$ cat src/rtl/timer_pkg.sv
// ---------------------------------------------------------------------------
// timer_pkg
// Shared constants for the timer block family. The upstream count-down
// timer and timer_irq_ctrl both use these values, so a counter value and
// its reset state have the same meaning on both sides of the interface.
//
// Contents:
//   CNT_W      width of the timer counter value and of the compare register
//   EVT_W      width of the saturating expiry event counter
//   STS_EXP    status bit index for expiry
//   STS_CMP    status bit index for compare match
//   CNT_RST    counter reset value (all ones)
//   STRETCH_W  width of the expiry pulse stretch down-counter
// ---------------------------------------------------------------------------
package timer_pkg;

   localparam int CNT_W = 32;
   localparam int EVT_W = 16;

   localparam int STS_EXP = 0;
   localparam int STS_CMP = 1;

   // The upstream counter resets to all ones. This block resets its
   // previous-count register to the same value, so a counter that reads 0
   // straight after reset is treated as a fresh expiry.
   localparam logic [CNT_W-1:0] CNT_RST = '1;

   // An 8-bit stretch counter allows pulse lengths from 1 to 255 cycles.
   localparam int STRETCH_W = 8;

endpackage

$ cat src/rtl/timer_irq_ctrl_if.sv
// ---------------------------------------------------------------------------
// timer_irq_ctrl_if
// Bundles the signals between timer_irq_ctrl and its surroundings: the
// upstream timer counter, the register block and the interrupt controller.
//
// Signals:
//   cnt          current timer counter value              (master -> slave)
//   cfg_cmp      compare value, quasi-static              (master -> slave)
//   irq_en       interrupt enables [0]=expiry [1]=compare (master -> slave)
//   sts_clr      write-1-to-clear status strobes          (master -> slave)
//   evt_clr      clear strobe for the expiry counter      (master -> slave)
//   status       sticky status [0]=expired [1]=compare    (slave -> master)
//   irq          registered interrupt line                (slave -> master)
//   expire_pulse single-cycle strobe per expiry           (slave -> master)
//   pulse_out    expiry pulse stretched to PULSE_W cycles (slave -> master)
//   evt_count    saturating expiry event count            (slave -> master)
//
// Modports:
//   master  the side that drives the counter and configuration
//   slave   timer_irq_ctrl itself
// ---------------------------------------------------------------------------
interface timer_irq_ctrl_if #(
   parameter int CNT_W = timer_pkg::CNT_W,
   parameter int EVT_W = timer_pkg::EVT_W
) ();

   logic [CNT_W-1:0] cnt;
   logic [CNT_W-1:0] cfg_cmp;
   logic [1:0]       irq_en;
   logic [1:0]       sts_clr;
   logic             evt_clr;

   logic [1:0]       status;
   logic             irq;
   logic             expire_pulse;
   logic             pulse_out;
   logic [EVT_W-1:0] evt_count;

   modport master (
      output cnt,
      output cfg_cmp,
      output irq_en,
      output sts_clr,
      output evt_clr,
      input  status,
      input  irq,
      input  expire_pulse,
      input  pulse_out,
      input  evt_count
   );

   modport slave (
      input  cnt,
      input  cfg_cmp,
      input  irq_en,
      input  sts_clr,
      input  evt_clr,
      output status,
      output irq,
      output expire_pulse,
      output pulse_out,
      output evt_count
   );

endinterface

$ cat src/rtl/timer_pulse_stretch.sv
// ---------------------------------------------------------------------------
// timer_pulse_stretch
// Stretches a single-cycle load strobe into a pulse PULSE_W cycles long.
// A load while the pulse is still active restarts the full length, so
// back-to-back triggers give one continuous pulse with no gap.
//
// Parameters:
//   PULSE_W    pulse length in clock cycles, 1..255
//
// Ports:
//   clk        clock, rising edge
//   rst_n      asynchronous active-low reset
//   load       start (or restart) the pulse
//   pulse_out  high while the down-counter is non-zero
// ---------------------------------------------------------------------------
module timer_pulse_stretch #(
   parameter int PULSE_W = 4
) (
   input  logic clk,
   input  logic rst_n,
   input  logic load,
   output logic pulse_out
);

   import timer_pkg::*;

   localparam logic [STRETCH_W-1:0] LOAD_VAL = STRETCH_W'(PULSE_W);
   localparam logic [STRETCH_W-1:0] ONE      = STRETCH_W'(1);

   logic [STRETCH_W-1:0] remain;

   // Counts the cycles of pulse still to be driven. A load sets the full
   // length; otherwise the counter runs down to zero and stays there.
   always_ff @(posedge clk or negedge rst_n) begin
      if (!rst_n) begin
         remain <= '0;
      end else if (load) begin
         remain <= LOAD_VAL;
      end else if (remain != '0) begin
         remain <= remain - ONE;
      end
   end

   // Decoded only from the counter flop, so there is no path from load
   // to the output pin.
   assign pulse_out = (remain != '0);

endmodule

$ cat src/rtl/timer_irq_ctrl.sv
// ---------------------------------------------------------------------------
// timer_irq_ctrl
// Watches the count-down timer value and turns expiry (counter reaching 0)
// and compare-match (counter reaching cfg_cmp) into sticky status bits, a
// maskable registered interrupt, a single-cycle expiry strobe, a stretched
// expiry pulse for external pins and a saturating expiry counter.
//
// Parameters:
//   CNT_W    width of the counter value and compare register
//   EVT_W    width of the saturating expiry counter
//   PULSE_W  length of pulse_out in cycles, 1..255
//
// Ports:
//   clk      clock, rising edge
//   rst_n    asynchronous active-low reset
//   bus      timer_irq_ctrl_if slave modport (see the interface for fields)
//
// Latency, with cycle N the first cycle in which cnt==0 is visible:
//   expire_pulse high in N+1 only, status[0] set from N+1, irq from N+2,
//   pulse_out high in N+1..N+PULSE_W. Compare match follows the same timing
//   on status[1].
// ---------------------------------------------------------------------------
module timer_irq_ctrl #(
   parameter int CNT_W   = timer_pkg::CNT_W,
   parameter int EVT_W   = timer_pkg::EVT_W,
   parameter int PULSE_W = 4
) (
   input  logic              clk,
   input  logic              rst_n,
   timer_irq_ctrl_if.slave   bus
);

   import timer_pkg::*;

   localparam logic [CNT_W-1:0] CNT_RST_W = CNT_W'(CNT_RST);
   localparam logic [EVT_W-1:0] EVT_MAX   = '1;
   localparam logic [EVT_W-1:0] EVT_ONE   = EVT_W'(1);

   logic [CNT_W-1:0] cnt_d;
   logic             exp_evt;
   logic             cmp_evt;
   logic [1:0]       evt;
   logic [1:0]       status_q;
   logic             irq_q;
   logic             expire_q;
   logic [EVT_W-1:0] evt_q;
   logic             pulse;

   // Events fire only on the cycle the counter arrives at a value, never
   // while it sits there. Comparing against last cycle's count gives that
   // edge behaviour and still fires again after a reload to the same value.
   assign exp_evt = (bus.cnt == '0) && (cnt_d != '0);
   assign cmp_evt = (bus.cnt == bus.cfg_cmp) && (cnt_d != bus.cfg_cmp);

   // Pack both events into status bit order so the status update below
   // treats them uniformly.
   always_comb begin
      evt          = '0;
      evt[STS_EXP] = exp_evt;
      evt[STS_CMP] = cmp_evt;
   end

   // Previous counter value. Reset to the upstream counter's reset value so
   // a counter already at 0 after reset still produces one expiry.
   always_ff @(posedge clk or negedge rst_n) begin
      if (!rst_n) begin
         cnt_d <= CNT_RST_W;
      end else begin
         cnt_d <= bus.cnt;
      end
   end

   // Sticky status. A new event in the same cycle as a clear strobe leaves
   // the bit set, so an interrupt that arrives during a clear is not lost.
   always_ff @(posedge clk or negedge rst_n) begin
      if (!rst_n) begin
         status_q <= '0;
      end else begin
         status_q <= (status_q & ~bus.sts_clr) | evt;
      end
   end

   // Interrupt is taken from the registered status, one cycle behind it.
   // Masking only gates the line; the status bits stay set, so re-enabling
   // raises the interrupt again.
   always_ff @(posedge clk or negedge rst_n) begin
      if (!rst_n) begin
         irq_q <= 1'b0;
      end else begin
         irq_q <= |(status_q & bus.irq_en);
      end
   end

   // Single-cycle expiry strobe, registered so the output has no
   // combinational path from cnt.
   always_ff @(posedge clk or negedge rst_n) begin
      if (!rst_n) begin
         expire_q <= 1'b0;
      end else begin
         expire_q <= exp_evt;
      end
   end

   // Expiry counter. It sticks at all ones rather than wrapping. A clear
   // coinciding with an expiry counts that expiry, leaving 1.
   always_ff @(posedge clk or negedge rst_n) begin
      if (!rst_n) begin
         evt_q <= '0;
      end else if (bus.evt_clr) begin
         evt_q <= exp_evt ? EVT_ONE : '0;
      end else if (exp_evt && (evt_q != EVT_MAX)) begin
         evt_q <= evt_q + EVT_ONE;
      end
   end

   timer_pulse_stretch #(
      .PULSE_W   (PULSE_W)
   ) u_stretch (
      .clk       (clk),
      .rst_n     (rst_n),
      .load      (exp_evt),
      .pulse_out (pulse)
   );

   assign bus.status       = status_q;
   assign bus.irq          = irq_q;
   assign bus.expire_pulse = expire_q;
   assign bus.pulse_out    = pulse;
   assign bus.evt_count    = evt_q;

endmodule

$ cat src/flat_wrapper.sv
// flat-port wrapper written by rule: the top's interface ports become plain ports
module timer_irq_ctrl_flat import timer_pkg::*;
#(
   parameter int CNT_W   = timer_pkg::CNT_W,
   parameter int EVT_W   = timer_pkg::EVT_W,
   parameter int PULSE_W = 4
)
  (clk, rst_n, bus_cnt, bus_cfg_cmp, bus_irq_en, bus_sts_clr, bus_evt_clr, bus_status, bus_irq, bus_expire_pulse, bus_pulse_out, bus_evt_count);
  timer_irq_ctrl_if #(.CNT_W(CNT_W), .EVT_W(EVT_W)) bus_i ();
  input  logic clk;
  input  logic rst_n;
  input wire logic [$bits(bus_i.cnt)-1:0] bus_cnt;
  input wire logic [$bits(bus_i.cfg_cmp)-1:0] bus_cfg_cmp;
  input wire logic [$bits(bus_i.irq_en)-1:0] bus_irq_en;
  input wire logic [$bits(bus_i.sts_clr)-1:0] bus_sts_clr;
  input wire logic [$bits(bus_i.evt_clr)-1:0] bus_evt_clr;
  output wire logic [$bits(bus_i.status)-1:0] bus_status;
  output wire logic [$bits(bus_i.irq)-1:0] bus_irq;
  output wire logic [$bits(bus_i.expire_pulse)-1:0] bus_expire_pulse;
  output wire logic [$bits(bus_i.pulse_out)-1:0] bus_pulse_out;
  output wire logic [$bits(bus_i.evt_count)-1:0] bus_evt_count;
  assign bus_i.cnt = bus_cnt;
  assign bus_i.cfg_cmp = bus_cfg_cmp;
  assign bus_i.irq_en = bus_irq_en;
  assign bus_i.sts_clr = bus_sts_clr;
  assign bus_i.evt_clr = bus_evt_clr;
  assign bus_status = bus_i.status;
  assign bus_irq = bus_i.irq;
  assign bus_expire_pulse = bus_i.expire_pulse;
  assign bus_pulse_out = bus_i.pulse_out;
  assign bus_evt_count = bus_i.evt_count;
  timer_irq_ctrl #(.CNT_W(CNT_W), .EVT_W(EVT_W), .PULSE_W(PULSE_W)) u_core (.clk(clk), .rst_n(rst_n), .bus(bus_i));
endmodule
$ cat config.mk
export PLATFORM = sky130hd
export DESIGN_NAME = timer_irq_ctrl_flat
export DESIGN_NICKNAME = d
export VERILOG_FILES = /design/src/rtl/timer_pkg.sv /design/src/rtl/timer_irq_ctrl_if.sv /design/src/rtl/timer_pulse_stretch.sv /design/src/rtl/timer_irq_ctrl.sv /design/src/flat_wrapper.sv
export SDC_FILE = /design/constraint.sdc
export NUM_CORES = 1
export LEC_CHECK = 0
export CAP_MARGIN = 40
export CORE_ASPECT_RATIO = 1.4
export CORE_MARGIN = 3
export CORE_UTILIZATION = 44
export CTS_CLUSTER_SIZE = 10
export DETAILED_ROUTE_END_ITERATION = 6
export PLACE_DENSITY = 0.88
export SYNTH_ARGS = -nofsm -noshare
export SYNTH_HDL_FRONTEND = slang
export SYNTH_HIERARCHICAL = 1
export SYNTH_SLANG_ARGS = --single-unit
export TNS_END_PERCENT = 5
$ cat constraint.sdc
create_clock -name clk -period 1.85 [get_ports clk]
set_input_delay 0.185 -clock clk [delete_from_list [all_inputs] [get_ports clk]]
set_output_delay 0.185 -clock clk [all_outputs]
set_load 0.03 [all_outputs]
## After elaboration in Yosys (flattened, before gate mapping)

Index checks and enable logic that the tools add are counted.

| operators by class | value |
|---|---|
| reductions and logical operators | 9 |
| add/subtract/negate cells | 2 |
| equality and inequality tests | 3 |
| bitwise operators | 4 |
| muxes and demuxes | 5 |

Operators by type and width:

| kind | count |
|---|---|
| == test 32 bit | 1 |
| logical NOT 32 bit | 1 |
| 2-to-1 mux 16 bit | 2 |
| != test 32 bit | 1 |
| nonzero test 32 bit | 1 |
| adder 16 x 1 -> 16 bit (second input constant) | 1 |
| 2-to-1 mux 8 bit | 2 |
| != test 16 bit (second input constant) | 1 |
| nonzero test 8 bit | 1 |
| subtractor 8 x 1 -> 8 bit (second input constant) | 1 |
| bitwise AND 2 bit | 2 |
| nonzero test 2 bit | 2 |
| logical AND 1 bit | 3 |
| NOT 2 bit | 1 |
| OR 2 bit | 1 |
| OR reduction 2 bit | 1 |
| 2-to-1 mux 1 bit | 1 |

| word-level totals | value |
|---|---|
| logic and storage cells | 29 |
| register bits after elaboration | 60 |
| output and inout port bits | 21 |
| input bits | 71 |

## Longest topological paths before layout

| depth | value |
|---|---|
| word-level depth | 5 |
| mapped depth | 9 |
| depth with buffers taken out | 7 |

## Hierarchy

The synthesis kept the hierarchy.

Modules (own cells, without submodules):

| module | cells an instance | area each (um^2) | seq. area each (um^2) | times used |
|---|---|---|---|---|
| timer_irq_ctrl | 254 | 2772.7 | 1341.3 | 1 |
| timer_pulse_stretch | 50 | 520.5 | 200.2 | 1 |

## Worst setup path after synthesis

Ideal clock, no wire load.

| timing path | value |
|---|---|
| path type | register to register |
| start point | register u_core.evt_q[2] (netlist: u_core/bus.evt_count[2]) |
| end point | register u_core.evt_q[15] (netlist: u_core/bus.evt_count[15]) |
| slack | -0.237 ns |
| stages on the path, launching flop included | 5 |
| arrival time | 1.959 ns |
| cells stage by stage | dfrtp_1 > nand4_2 > or4_4 > nor4_1 > mux2_1 |

| between the ends | value |
|---|---|
| word-level cells in the longest chain between the ends | 3 |
| elaborated cells between the ends (all ways) | 6 |
| classes of those cells | add/sub: 1; eq/ne: 1; mux: 2; reduce/logical: 2 |

Ends and longest elaborated chain:

| element | RTL line | text |
|---|---|---|
| start: declaration | timer_irq_ctrl.sv:46 | `logic [EVT_W-1:0] evt_q;` |
| start signal: assignment | timer_irq_ctrl.sv:110 | `evt_q <= exp_evt ? EVT_ONE : '0;` |
| start signal: assignment | timer_irq_ctrl.sv:112 | `evt_q <= evt_q + EVT_ONE;` |
| adder 16 x 1 -> 16 bit / != test 16 bit (equally long branches) | timer_irq_ctrl.sv:112, timer_irq_ctrl.sv:111 |  |
| 2-to-1 mux 16 bit / logical AND 1 bit (equally long branches) | timer_irq_ctrl.sv:111 | `end else if (exp_evt && (evt_q != EVT_MAX)) begin` |
| 2-to-1 mux 16 bit / nonzero test 2 bit (equally long branches) | - |  |

Several ways; a longest one is shown, not always the timed one. The select of a mux whose other input is x is not followed.
A chain may end at the register's enable or synchronous reset.

## Worst setup path after layout

| timing path | value |
|---|---|
| start point | register u_core.cnt_d[0] |
| end point | register u_core.evt_q[1] (netlist: u_core/bus.evt_count[1]) |

| between the ends | value |
|---|---|
| word-level cells in the longest chain between the ends | 4 |

Ends and longest elaborated chain:

| element | RTL line | text |
|---|---|---|
| start: declaration | timer_irq_ctrl.sv:39 | `logic [CNT_W-1:0] cnt_d;` |
| start signal: assignment | timer_irq_ctrl.sv:69 | `cnt_d <= bus.cnt;` |
| nonzero test 32 bit | timer_irq_ctrl.sv:52 | `assign exp_evt = (bus.cnt == '0) && (cnt_d != '0);` |
| logical AND 1 bit | timer_irq_ctrl.sv:52 |  |
| net u_core.exp_evt | timer_irq_ctrl.sv:40 | `logic exp_evt;` |
| logical AND 1 bit | timer_irq_ctrl.sv:111 |  |
| nonzero test 2 bit (no source line) | - |  |

The timed path passes the listed nets, and every way through them passes these cells.

==> results.tsv <==
metric	value	unit
path_depth	9	
worst_hold_slack	0.129	ns
maxSlewViolCount	0	
crit_path_end_kind	flip-flop	
syn_area_per_cell	10.8	um^2
crit_arrival	2.18	ns
yosysTopAreaCell	dfstp_2	
crit_buf_inv	4	
dr.pass1.iters	5	
slew_headroom	59.9	%
drtIter0Drc	247	
seq_area_frac_synth	46.8	%
hold_viol_final	0	
status	finished, violations left	
syn-num-nets	378	
finalNetCount	554	
reg2reg_to	u_core/bus.evt_count[1]	
power_density	603	nW/um^2
fin_tns_setup	-1.44	ns
core_area	7120	um^2
routed_wirelength	11100	um
cp_slowest_cell	dfstp_2	
num-fill-cells	475	
top_usage_layer	met2	
fin_crit	1.99	ns
gp_congestion	0.936	
cp.required	2.05	ns
clkTransAtPathRegs	0.08	ns
fin_area	5400	um^2
netlist_area	3290	um^2
min_path_type	in -> reg	
synth_cell_types	46	
grt_util_met3	6.33	%
p_int	2.45	mW
cp_top_family	simple AND/OR/NAND/NOR gates	
vias	3275	
p_seq_share	43.2	%
start_util	46.3	%
die_area	8570	um^2
port_buffers	91	
seq_area	1560	um^2
place_ws	-0.588	ns
cts-buffers-inserted	9	
dp.cells	557	
synthFlopType	dfstp_2	
cts_tree	yes	
syn_to_final_growth	64.0	%
drcViolationCount	0	
synth_common_cells	dfstp_2 (32), nor4_1 (32), xnor2_1 (32), xor2_1 (32), dfrtp_1 (28)	
synth.area.top_cells	dfstp_2 (26%), dfrtp_1 (21%), xnor2_1 (8.5%)	
clock_latency	0.34	ns
drt-wirelength-per-cell	19.1	um
setup_slack	-0.135	ns
crit_fanout	6	
grt_max_degree	41	
comb_power_share	15.6	%
place_hpwl	7650	um
track_usage	26.3	%
cap_violations	0	
clk_path_buf_depth	2	
die_h	108	um
placementRows	36	
async_flop_share	100	%
cp-start-kind	flip-flop	
grt_pass1_wl	17300	um
cpPeakStageDelay	0.39	ns
tightest_slew	0.596	ns
syn_inst	304	
htreeDepth	3	
ant_nets	0	
power.share.clock	41.2	%
rr_worst_depth	9	
endpoint	u_core/bus.evt_count[1]	
antenna_found_initial	0	
path_class	reg -> reg	
fmax	504	MHz
viasPerCell	5.64	
drive_gt1_share	40.0	%
vdd_drop_max	0.454	mV
synth_top_area_share	25.5	%
cts_root_buffer	clkbuf_8	
place_area	4860	um^2
multi_input_area	1830	um^2
clock-sinks	60	
use_met1	29.6	%
grt-ovfl-total	0	
synth_edf_count	0	
r2r_setup_slack	-0.14	ns
grt_util_met2	47.1	%
rr_startpoint	u_core/cnt_d[0]	
ios	92	
violations	setup timing	
clock_skew	0.00915	ns
startpoint	u_core/cnt_d[0]	
grt_pass1_vias	3549	
switching_share	24.9	%
rsz0062_at_grt	yes	
finalCritPeriodShare	107	%
path_cells	nor4_4 -> nand4_1 -> o211ai_4 -> buf_12 -> buf_6 -> inv_4 -> buf_4 -> nand3b_1 -> a21oi_1	
ys_warn_count	6	
finalSetupViolCount	24	
switching_power	809	uW
synth-seq-cells	60	
leakage	2.18	nW
die_w	79.1	um
stdcell_count	581	
[how the worst min path moves through the flow]
| stage | cells after the start | to | from |
|---|---|---|---|
| after floorplan | 0 | u_core/bus.evt_count[0] | rst_n |
| after global placement | 1 | u_core/bus.evt_count[10] | rst_n |
| after detailed placement | 1 | u_core/bus.evt_count[8] | rst_n |
| after CTS | 2 | u_core/cnt_d[25] | bus_cnt[25] |
| after global routing | 2 | u_core/cnt_d[15] | bus_cnt[15] |
| final | 2 | u_core/cnt_d[15] | bus_cnt[15] |
[worst reg2reg max path, cell delays in order, from the launching register on]
cell and delay, ns:
dfstp_2 0.39, nor4_4 0.34, nand4_1 0.22, o211ai_4 0.30, buf_12 0.16, buf_6 0.11
inv_4 0.04, buf_4 0.14, nand3b_1 0.08, a21oi_1 0.06
[power groups by stage]
stage	Sequential [mW]	Clock (mW)	Combinational (mW)
detailed placement	1.42	0	0.504
floorplan	1.42	0	0.128
CTS	1.40	1.36	0.503
global placement	1.42	0	0.495
global route	1.41	1.42	0.538
finish	1.41	1.34	0.508
[stage by stage]
stage	power [mW]	util, %
2_1_floorplan	1.55	-
3_3_place_gp	1.91	68.3
3_5_place_dp	1.93	68.3
4_1_cts	3.27	75.0
5_1_grt	3.37	75.9
6_report	3.26	75.9
[sequential cells by signal (all words and copies together) (netlist names)]
name / flops
u_core/cnt_d: 32
u_core/u_stretch/remain: 8
u_core/bus.status: 2
u_core/bus.expire_pulse: 1
u_core/bus.irq: 1
u_core/bus.evt_count: 16
[kinds of logic after synthesis]
group                    Yosys count  synth area share (%)
AND/OR/NAND/NOR                  106                  20.3
buffers and inverters             22                  4.18
adder cells (fa/ha/maj)            3                  1.14
flip-flops                        60                  46.8
XOR/XNOR                          64                  17.0
AO/OA/AOI/OAI                     45                  9.16
multiplexers                       4                  1.37
[cells in the final DEF, fill, tap and decap left out, types with 8 or more instances in the layout]
cell type	n
clkdlybuf4s50_1	62
dfrtp_2	13
nor2_1	14
clkbuf_8	9
xor2_1	32
a21oi_1	8
inv_1	9
dfstp_2	32
o31ai_1	10
buf_4	76
nand4_1	15
nor4_1	18
nor4_2	11
xnor2_1	32
a21oi_2	9
dfrtp_1	15
dlygate4sd2_1	24
[repair_timing]
item                                    in CTS  in global routing
hold buffers                                 1                  0
endpoints found under the hold margin        7                  0
cloned                                       2                  0
pin swaps                                   35                  8
setup buffers                                5                  0
endpoints found under the setup margin      26                 28
gates resized for setup                     59                 16
[per-layer routing]
metal / wire length, um / share of wire, %
met1: 4000 / 36
met3: 764 / 6.9
met5: 0 / 0
met2: 5940 / 54
met4: 371 / 3.3
[cell type report]
cell class	count	share of cell area [%]
clock inverter	5	1.02
tap	95	2.20
clock buffer	11	3.22
sequential	60	28.8
inverter	11	0.811
antenna	1	0.0463
timing repair buffer	176	30.0
multi-input combinational	222	33.9
(Power assumes the default switching activity.)
==> edit 1 (config.mk and constraints unchanged) <==
Set the package constant `EVT_W` to 12 (it was 16).
--- a/src/rtl/timer_pkg.sv
+++ b/src/rtl/timer_pkg.sv
@@ -15,7 +15,7 @@
 package timer_pkg;
 
    localparam int CNT_W = 32;
-   localparam int EVT_W = 16;
+   localparam int EVT_W = 12;
 
    localparam int STS_EXP = 0;
    localparam int STS_CMP = 1;
Ports: changed (resized bus_evt_count); port bits go from 92 to 88. No check against the original RTL was run, so the function may have changed too.
==> edit 1 against the unedited design <==
  * The run ends with hold timing, setup timing left
  * Wire length is 8.4% higher
  * Clock power down 39%
  * Design area decreased by 7.4%
  * First-iteration DRC count down 1.2%
  * Count of clock-buffer cells in the layout fell by 6
  * Total power decreased by 17%
  * Fmax decreased by 9.7%
  * Synthesized area is 9.8% lower
  * Worst setup slack worse by 0.21 ns
  * Sequential power shrank 6%
  * Clock skew rose by 0.0068 ns
  * Sequential cell count is 4 lower
  * Critical endpoint is now u_core/bus.evt_count[5]$_DFFE_PN0P_
  * Largest cell class unchanged
==> edit 1: results (changes against the unedited design) <==
area fraction of clock buffers and clock inverters: 2.23% (-2.0 points)
Iteration-0 DRC Markers: 244 (-1.2%)
status: finished, violations left
worst-skew pair later-pin latency: 0.32 ns (-0.02 ns)
post-cts sizing count: 106 (+80%)
endpoints failing setup: 23 (-4.2%)
ant diodes: 0 (-1)
WL met1: 4150 um (+3.6%)
Placed Cells incl. Taps: 531 (-4.7%)
HPWL Detailed: 8080 um (+5.7%)
via density per instance: 5.96 (+5.7%)
post-CTS setup buffers: 3 (-2)
fraction of synthesized cell area in xor and xnor cells: 19.2% (+2.1 points)
Non-clock inverters: 10 (-1)
violated checks: hold timing, setup timing
Worst setup endpoint: u_core/bus.evt_count[5]$_DFFE_PN0P_
Global Route Usage Sum: 31.3% (+5.0 points)
CP peak stage delay: 0.59 ns (+0.20 ns)
Mapped Avg Cell Area: 11.0 um2 (+1.2%)
top cells by instance count after synthesis: xnor2_1, dfstp_2, xor2_1
GR Util met1: 34.8% (+5.2 points)
max_slew headroom: 51.3% (-8.5 points)
adder-cell area share of the yosys netlist: 1.26% (+0.12 points)
sequential cell area: 1440 um2 (-7.5%)
clk_skew: 0.0160 ns (+0.00681 ns)
Met3 Wirelength: 807 um (+5.6%)
Worst R2R Path Depth: 7 (-2)
CP arrival: 2.44 ns (+0.26 ns)
hold_ws: -0.00575 ns (-0.135 ns)
Max H-tree Level: 2 (-1)
total leakage power: 0.00208 uW (-4.4%)
multi-input combinational area share: 33.6% (-0.28 points)
setup ws final: -0.348 ns (-0.213 ns)
first-pass GRT wire length: 18,000 um (+4.4%)
Setup Total Neg Slack: -4.79 ns (-3.36 ns)
nets: 547 (-1.3%)
RePlAce Congestion: 0.919 (-1.9%)
mux contribution to synthesized area: 1.10% (-0.27 points)
comb_multi_in: 200 (-9.9%)
DR WL/cell: 22.0 um (+15%)
Worst-path clk slew: 0.11 ns (+0.03 ns)
combinational power: 542 uW (+6.7%)
count of final hold-check violations: 11 (+11)
Critical R2R Launch: u_core/cnt_d[20]$_DFF_PN1_
top area cells in the synthesized netlist: dfstp_2, dfrtp_1, xnor2_1
dpl cell area: 4700 um2 (-3.3%)
non-clk buf share: 32.8% (+2.8 points)
Yosys reg bits: 56 (-6.7%)
post-synthesis compound-gate area fraction: 7.88% (-1.3 points)
[edit 1: cell types whose count changed after synthesis, moves of 4 or more]
| cell | before | now |
|---|---|---|
| o31ai_1 | 11 | 5 |
| or4_1 | 9 | 3 |
| a21oi_1 | 17 | 12 |
| dfrtp_1 | 28 | 24 |
| mux2_1 | 4 | 0 |
[edit 1: through the flow]
| stage | hold WS [ns] | utilization (%) | power (uW) | setup WS [ns] |
|---|---|---|---|---|
| floorplan | -0.111 | - | 1460 | -0.415 |
| global placement | 0.348 | 73.6 | 1830 | -1.09 |
| detailed placement | 0.358 | 73.6 | 1850 | -1.15 |
| CTS | 0.00358 | 77.5 | 2660 | -0.474 |
| global route | 0.0241 | 78.4 | 2780 | -0.372 |
| finish | -0.00575 | 78.4 | 2690 | -0.348 |
[edit 1: worst register-to-register path: stages, from the launching register on]
cell and delay (ns):
dfstp_2 0.59, nor4_4 0.08, nand4_1 0.20, nor2_4 0.10, or4_4 0.56, buf_6 0.14
or3_4 0.33, a21oi_2 0.14
==> edit 2 (same flow settings) <==
Made on the original files. Reset style: synchronous (`rst_n`), changed in 6 clocked blocks. Comments in the files are not updated.
--- a/src/rtl/timer_pulse_stretch.sv
+++ b/src/rtl/timer_pulse_stretch.sv
@@ -31,7 +31,7 @@
 
    // Counts the cycles of pulse still to be driven. A load sets the full
    // length; otherwise the counter runs down to zero and stays there.
-   always_ff @(posedge clk or negedge rst_n) begin
+   always_ff @(posedge clk) begin
       if (!rst_n) begin
          remain <= '0;
       end else if (load) begin
--- a/src/rtl/timer_irq_ctrl.sv
+++ b/src/rtl/timer_irq_ctrl.sv
@@ -62,7 +62,7 @@
 
    // Previous counter value. Reset to the upstream counter's reset value so
    // a counter already at 0 after reset still produces one expiry.
-   always_ff @(posedge clk or negedge rst_n) begin
+   always_ff @(posedge clk) begin
       if (!rst_n) begin
          cnt_d <= CNT_RST_W;
       end else begin
@@ -72,7 +72,7 @@
 
    // Sticky status. A new event in the same cycle as a clear strobe leaves
    // the bit set, so an interrupt that arrives during a clear is not lost.
-   always_ff @(posedge clk or negedge rst_n) begin
+   always_ff @(posedge clk) begin
       if (!rst_n) begin
          status_q <= '0;
       end else begin
@@ -83,7 +83,7 @@
    // Interrupt is taken from the registered status, one cycle behind it.
    // Masking only gates the line; the status bits stay set, so re-enabling
    // raises the interrupt again.
-   always_ff @(posedge clk or negedge rst_n) begin
+   always_ff @(posedge clk) begin
       if (!rst_n) begin
          irq_q <= 1'b0;
       end else begin
@@ -93,7 +93,7 @@
 
    // Single-cycle expiry strobe, registered so the output has no
    // combinational path from cnt.
-   always_ff @(posedge clk or negedge rst_n) begin
+   always_ff @(posedge clk) begin
       if (!rst_n) begin
          expire_q <= 1'b0;
       end else begin
@@ -103,7 +103,7 @@
 
    // Expiry counter. It sticks at all ones rather than wrapping. A clear
    // coinciding with an expiry counts that expiry, leaving 1.
-   always_ff @(posedge clk or negedge rst_n) begin
+   always_ff @(posedge clk) begin
       if (!rst_n) begin
          evt_q <= '0;
       end else if (bus.evt_clr) begin
Formal check against the unedited RTL: differs if rst_n is asserted again (counterexample within 4 cycles, from zero or initial values and one cycle with rst_n low); with rst_n held inactive, the same outputs for 10 cycles.
==> edit 2 against the unedited design <==
  * The flow still finishes with violations (setup timing)
  * Synthesized area decreased by 4.2%
  * Non-clock buffer count is 11 higher
  * Die area fell by 3.9%
  * Fmax up 2.5%
  * Final cell count rose by 5.9%
  * Wire length up 10%
  * Sequential cell count stayed put
  * Sequential share of layout area shrank 5.7 points
  * Design area decreased by 2.0%
  * Worst setup slack improved by 0.049 ns
  * Critical endpoint is now u_core/bus.evt_count[7]$_SDFFE_PN0P_
Power is not compared: it rests on default switching activity, and its combinational part moved more than twofold at a synthesized area within 25%.
==> edit 2: results (changes against the unedited design) <==
met2 Usage GRT: 55.9% (+8.8 points)
Top reg by flops: u_core/cnt_d
syn_nets: 407 (+7.7%)
setup ws final: -0.0866 ns (+0.0487 ns)
GR Util met1: 29.3% (-0.32 points)
top cells by instance count after synthesis: dfxtp_1, nand2b_1, xnor2_1
Setup Total Neg Slack: -0.860 ns (+0.577 ns)
min-delay src: bus_cnt[1]
Max H-tree Level: 3 (unchanged)
dpl cell area: 4770 um2 (-1.8%)
ant diodes: 0 (-1)
async set-reset flop share out of synthesis: 0% (-100 points)
Global Route Usage Sum: 30.3% (+4.1 points)
GR Layer Usage met3: 6.53% (+0.19 points)
Hold WC Path Type: primary input to flip-flop
first-pass GRT wire length: 19,300 um (+12%)
synth unique cells: 49 (+6.5%)
status: finished, violations left
RePlAce Congestion: 0.896 (-4.3%)
CP peak stage delay: 0.51 ns (+0.12 ns)
max layer used: met4
CP arrival: 2.20 ns (+0.02 ns)
Root Buffer: clkbuf_8
Via Count: 3,560 (+8.7%)
worst-path fanout max: 7 (+1)
max-cap viol count: 0 (unchanged)
Iteration-0 DRC Markers: 311 (+26%)
DRT Pass-1 Iters: 6 (+1)
clk_skew: 0.00900 ns (-0.000145 ns)
endpoints failing setup: 19 (-21%)
routed wl met2: 6400 um (+7.8%)
post-CTS setup buffers: 7 (+2)
Seq/Total Area, Yosys: 38.1% (-8.7 points)
pre-CTS setup slack: -0.670 ns (-0.0822 ns)
layout cell share with drive strength beyond 1: 33.8% (-6.2 points)
Post-Route WL: 12,200 um (+10%)
Least-Margin Pin Slew: 0.600 ns (+0.00399 ns)
violated checks: setup timing
Synth Instances: 333 (+9.5%)
WL met1: 4100 um (+2.4%)
post-cts sizing count: 68 (+15%)
nets: 594 (+7.2%)
CP max-delay cell: or4_1
Met3 Wirelength: 883 um (+16%)
top-area cell type share of the netlist area: 38.1% (+13 points)
largest net degree at the start of global routing: 34 (-17%)
via density per instance: 5.79 (+2.7%)
vias in the first global route: 3,926 (+11%)
total leakage power: 0.00199 uW
top area cells in the synthesized netlist: dfxtp_1, xnor2_1, xor2_1
Worst R2R Path Depth: 8 (-1)
Critical R2R Launch: u_core/cnt_d[23]$_SDFF_PN1_
Worst R2R Setup Slack: -0.07 ns (+0.07 ns)
critical path startpoint: bus_cnt[24]
hold_ws: 0.269 ns (+0.140 ns)
Filler cells: 414 (-13%)
HPWL Detailed: 8190 um (+7.1%)
edit 2: changes by cell type after synthesis, sizes merged, moves of 4 or more:
| cell | unedited run | this run |
|---|---|---|
| dfxtp | 0 | 60 |
| nand2b | 1 | 35 |
| dfstp | 32 | 0 |
| dfrtp | 28 | 0 |
| nor2 | 17 | 2 |
| nor4 | 32 | 26 |
| and3 | 1 | 6 |
| or4 | 11 | 16 |
| and4 | 2 | 6 |
| inv | 11 | 7 |
| mux2 | 4 | 0 |
edit 2: cells by family (layout without fill, tap and decap cells):
family                     after synthesis  count (layout)  share of synthesized area, %
and+or+nand+nor                        133             133                          27.6
xor gates and xnor gates                65              65                          18.0
DFF                                     60              60                          38.1
AOI/OAI and AO/OA                       52              54                          11.3
buffers and inverters                   20             208                          3.81
adders and majority gates                3               3                          1.19
edit 2: layout make-up:
class / count / area (um2) / share of cell area, %
multi-input combinational: 255 / 2090 / 39.5
timing repair buffer: 187 / 1660 / 31.4
sequential: 60 / 1220 / 23.1
clock buffer: 12 / 165 / 3.12
tap: 92 / 115 / 2.18
inverter: 7 / 26.3 / 0.497
clock inverter: 2 / 10.0 / 0.189
edit 2: power by group through the flow:
stage	combinational (uW)	sequential, uW	clock (uW)
finish	1500	1500	1100
detailed placement	1350	1520	0
CTS	1430	1500	1090
global placement	1300	1510	0
global route	1610	1510	1190
floorplan	626	1530	0
edit 2: worst max-delay path: cells and delay by family:
kind	cells	cell delay [ns]
buffers and inverters	2	0.63
and+or+nand+nor	3	1.08
AOI/OAI and AO/OA	2	0.29
edit 2: path summary, 6_finish.rpt:
kind	to
max	u_core/bus.evt_count[7]$_SDFFE_PN0P_
max reg2reg	u_core/u_stretch/remain[3]$_SDFFE_PP0P_
min reg2reg	u_core/bus.evt_count[12]$_SDFFE_PN0P_
min	u_core/cnt_d[1]$_SDFF_PN1_
